## src/rtl/seq_pair_pkg.sv

```systemverilog
// Shared types for the seq1 -> seq2 ordered pair checker.
// Slot states, antecedent engine states and fail codes.
package seq_pair_pkg;

  typedef enum logic [1:0] {
    S_FREE   = 2'd0,
    S_WAIT_C = 2'd1,
    S_WAIT_D = 2'd2
  } slot_state_e;

  typedef enum logic {
    ANT_IDLE  = 1'b0,
    ANT_ARMED = 1'b1
  } ant_state_e;

  typedef enum logic [1:0] {
    FC_NONE    = 2'd0,
    FC_NO_C    = 2'd1,
    FC_TIMEOUT = 2'd2,
    FC_MULTI   = 2'd3
  } fail_code_e;

endpackage

```

## src/rtl/seq_pair_slot.sv

```systemverilog
// One consequent tracker: waits for c the cycle after allocation, then for d
// inside [CON_MIN:CON_MAX], passing only when its tag is next in order.
module seq_pair_slot
  import seq_pair_pkg::*;
#(
  parameter int unsigned CON_MIN = 2,
  parameter int unsigned CON_MAX = 10,
  parameter int unsigned TAG_W   = 8
) (
  input  logic             clk,
  input  logic             rst,
  input  logic             alloc,
  input  logic [TAG_W-1:0] alloc_tag,
  input  logic             c,
  input  logic             d,
  input  logic [TAG_W-1:0] co_tag,
  output logic             occupied_c,
  output logic             pass_req_c,
  output logic             fail_req_c,
  output fail_code_e       code_c,
  output logic [TAG_W-1:0] tag
);

  localparam int unsigned CNT_W = $clog2(CON_MAX + 1);

  slot_state_e      state;
  logic [CNT_W-1:0] cnt;

  assign occupied_c = (state != S_FREE);

  // Retirement decision for the current cycle; cnt already holds cycles since c.
  always_comb begin
    pass_req_c = 1'b0;
    fail_req_c = 1'b0;
    code_c     = FC_NONE;
    case (state)
      S_WAIT_C: begin
        if (!c) begin
          fail_req_c = 1'b1;
          code_c     = FC_NO_C;
        end
      end
      S_WAIT_D: begin
        if (d && (cnt >= CNT_W'(CON_MIN)) && (tag == co_tag)) begin
          pass_req_c = 1'b1;
        end else if (cnt == CNT_W'(CON_MAX)) begin
          fail_req_c = 1'b1;
          code_c     = FC_TIMEOUT;
        end
      end
      default: ;
    endcase
  end

  always_ff @(posedge clk) begin
    if (rst) begin
      state <= S_FREE;
      tag   <= '0;
      cnt   <= '0;
    end else begin
      case (state)
        S_FREE: begin
          if (alloc) begin
            state <= S_WAIT_C;
            tag   <= alloc_tag;
          end
        end
        S_WAIT_C: begin
          if (c) begin
            state <= S_WAIT_D;
            cnt   <= CNT_W'(1);
          end else begin
            state <= S_FREE;
          end
        end
        S_WAIT_D: begin
          if (pass_req_c || fail_req_c) begin
            state <= S_FREE;
          end else begin
            cnt <= cnt + CNT_W'(1);
          end
        end
        default: state <= S_FREE;
      endcase
    end
  end

endmodule

```

## config.mk

```make
export PLATFORM = sky130hd
export DESIGN_NAME = seq_pair_slot
export DESIGN_NICKNAME = d
export VERILOG_FILES = /design/src/rtl/seq_pair_pkg.sv /design/src/rtl/seq_pair_slot.sv
export SDC_FILE = /design/constraint.sdc
export NUM_CORES = 1
export LEC_CHECK = 0
export ABC_CLOCK_PERIOD_IN_PS = 2530
export CELL_PAD_IN_SITES_DETAIL_PLACEMENT = 1
export CELL_PAD_IN_SITES_GLOBAL_PLACEMENT = 1
export CORE_MARGIN = 1
export CORE_UTILIZATION = 31
export CTS_BUF_LIST = sky130_fd_sc_hd__clkbuf_8
export DETAILED_ROUTE_END_ITERATION = 10
export HOLD_SLACK_MARGIN = 0.15
export PLACE_DENSITY_LB_ADDON = 0.25
export SLEW_MARGIN = 5
export SYNTH_ARGS = -nofsm -noshare
export SYNTH_HDL_FRONTEND = slang
export SYNTH_SLANG_ARGS = --single-unit
```

## constraint.sdc

```tcl
create_clock -name clk -period 2.53 [get_ports clk]
set_input_delay 0.3795 -clock clk [delete_from_list [all_inputs] [get_ports clk]]
set_output_delay 0.3795 -clock clk [all_outputs]
set_load 0.01 [all_outputs]
```

==> results.py <==
metrics = {
    "worst_setup_path": {
        "r2r_cells": 8,
        "setup.worst_path.start": "co_tag[6]",
        "reg2reg_from": "cnt[0]$_SDFFE_PP0P_",
        "endpoint_kind": "output pin",
        "r2r_end": "cnt[1]$_SDFFE_PP0P_",
        "crit_arrival_ps": 2010,
        "crit_path_start_kind": "input pin",
        "path_max_fanout": 4,
        "worstPathRequired_ps": 2150,
        "path_class": "in -> out",
        "r2r_slack_ps": 430,
    },
    "die": {
        "fp-row-count": 18,
        "dieWidth_um": 54.5,
        "core_mm2": 0.00254,
        "ios": 34,
        "fp.dieH_um": 54.5,
        "initial_core_util_pct": 33.5,
        "die_area_mm2": 0.00297,
    },
    "yosys": {
        "ys_ff_latch": 14,
        "ys_warn_count": 0,
        "synth_fp_nets": 127,
        "async_flop_share_pct": 0,
        "yosysSeqAreaShare_pct": 32.8,
        "synth_cell_types": 34,
        "syn_area_um2": 853,
        "synth-edff-count": 0,
        "syn_inst": 101,
        "ys.flop_type": "dfxtp_1",
        "syn_area_per_cell_um2": 8.45,
    },
    "timing": {
        "worst_pin_slew_ps": 643,
        "rsz0062_at_grt": "no",
        "max_clock_freq_mhz": 419,
        "setup_viol": 0,
        "fin_crit_sh_pct": 94.3,
        "drv_slew": 0,
        "fin_ws_ps": 145,
        "hold_violations": 0,
        "fin_worst_skew_ps": 3.81,
        "relSlewSlack_pct": 57.0,
        "finalCriticalPeriod_ps": 2390,
    },
    "placed_design": {
        "dp.cells": 165,
        "pre_cts_ws_ps": -156,
        "place_hpwl_um": 1960,
        "place_congestion": 0.725,
        "io_buffers": 33,
    },
    "detailed_routing": {
        "avgViaCountPerCell": 5.20,
        "wire_per_inst_um": 15.1,
        "ant_nets": 0,
        "via_count": 878,
        "drc": 0,
        "dr.pass1.iters": 3,
        "drt-initial-drc-count": 2,
        "routed_wl_um": 2540,
    },
    "clock_tree": {
        "clk-insertion-delay-late_ps": 250,
        "cts_hold_buf": 0,
        "cts_resized": 8,
        "clkSlewWorstSetupHoldPaths_ps": 60,
        "cts_made_buffers": 3,
        "cts.sinks": 14,
        "root_buffer": "clkbuf_8",
        "cts_setup_buffers": 0,
        "ctsHtreeMaxLevel": 1,
        "clockBufferDepth": 2,
        "cts_tree": "yes",
    },
    "final_layout": {
        "finalNetCount": 166,
        "layout-drive-gt1-share_pct": 12.9,
        "num_antenna_cells": 0,
        "area_delta_synth_final_pct": 55.4,
        "instances_no_fill": 169,
    },
    "hold_path": {
        "min_delay_path_depth": 2,
        "min-delay-start": "tag[1]$_SDFFE_PP0P_",
        "worstHoldEndpoint": "tag[1]$_SDFFE_PP0P_",
        "hold_path_class": "reg -> reg",
    },
    "global_routing": {
        "antenna_found_initial": 0,
        "grt_start_max_net_pins": 17,
        "grt_overflow": 0,
        "grt_pass1_wl_um": 3950,
        "grt_pass1_vias": 874,
        "grt_use_total_pct": 19.2,
    },
    "power": {
        "power.density_mw_per_mm2": 477,
        "leakage_nw": 0.502,
        "peakVddDrop_uv": 344,
    },
    "status": {
        "status": "complete, no violations",
    },
    "flow_run": {
        "maxCapViolCount": 0,
    },
}
## through the flow
| stage | hold WS (ps) | power [W] | setup TNS [ps] | cell area [µm²] | util, % |
|---|---|---|---|---|---|
| after floorplan | 474 | 0.000327 | 0 | 853 | - |
| after global placement | 472 | 0.000400 | -120 | 1240 | 48.9 |
| after detailed placement | 478 | 0.000405 | -233 | 1240 | 48.9 |
| after CTS | 489 | 0.000644 | 0 | 1330 | 52.1 |
| after global routing | 523 | 0.000665 | 0 | 1330 | 52.1 |
| final | 486 | 0.000632 | 0 | 1330 | 52.1 |
## how the worst max path moves through the flow
stage	end	slack [ps]	cells past startpoint
6_report	fail_req_c	140	8
4_1_cts	fail_req_c	110	8
3_5_place_dp	pass_req_c	-160	6
5_1_grt	fail_req_c	40	8
3_3_place_gp	pass_req_c	-100	7
2_1_floorplan	fail_req_c	600	7
## state kept, by name, summed over array words and instances (netlist names)
name,flops
cnt,4
state,2
tag,8
## layer usage
metal | track usage, % | part of all wire [%] | vias up
li1 | - | - | 435
met1 | 19.6 | 41 | 412
met2 | 35.8 | 53 | 25
met3 | 6.67 | 5.1 | 6
met4 | 6.41 | 1.3 | 0
met5 | 0 | 0 | -
## kinds of logic after synthesis
family | Yosys count | synth area share (%)
DFF | 14 | 32.8
xor gates and xnor gates | 8 | 8.21
and+or+nand+nor | 41 | 27.1
adders and majority gates | 5 | 7.33
buffers and inverters | 9 | 3.96
AOI/OAI and AO/OA | 24 | 20.5
## power by group
group / switching, W / internal [W]
registers: 0.0000131 / 0.000234
clock network: 0.0000888 / 0.000138
logic: 0.0000758 / 0.0000827
total: 0.000178 / 0.000455
## critical path: stages
cell and delay (ps):
clkdlybuf4s50_1 480, xnor2_1 130, nand4_1 110, buf_4 170, nor3_1 190, nor2_1 70, or2_1 200, dlygate4sd2_1 280
## cells in the mapped netlist, types with 2 or more instances
cell type	count	area, µm²
dfxtp_1	14	280
nand2_1	14	52.6
a21oi_1	12	60.1
nand3_1	10	50.1
xnor2_1	8	70.1
ha_1	5	62.6
inv_1	5	18.8
clkbuf_1	3	11.3
o21ai_0	3	15.0
nand2b_1	2	12.5
nor2_1	2	7.51
## cell usage in the layout (no fill, tap or decap), types with 2 or more instances in the layout
master and instances:
nand3_1 10, a21oi_1 12, nand2_1 14, nor2_1 2, inv_1 5, xnor2_1 6, nand2b_1 2, clkdlybuf4s50_1 30
o21ai_0 3, ha_1 5, xnor2_2 2, dfxtp_1 13, buf_4 5, clkbuf_8 4, dlygate4sd2_1 3
## area by class of cell
type / count / area [µm²]
Tap cell: 30 / 37.5
Inverter: 5 / 18.8
Clock buffer: 4 / 55.1
Multi-Input combinational cell: 78 / 569
Timing Repair Buffer: 38 / 364
Sequential cell: 14 / 282
Fill cell: 303 / 1220
(Power assumes the default switching activity.)
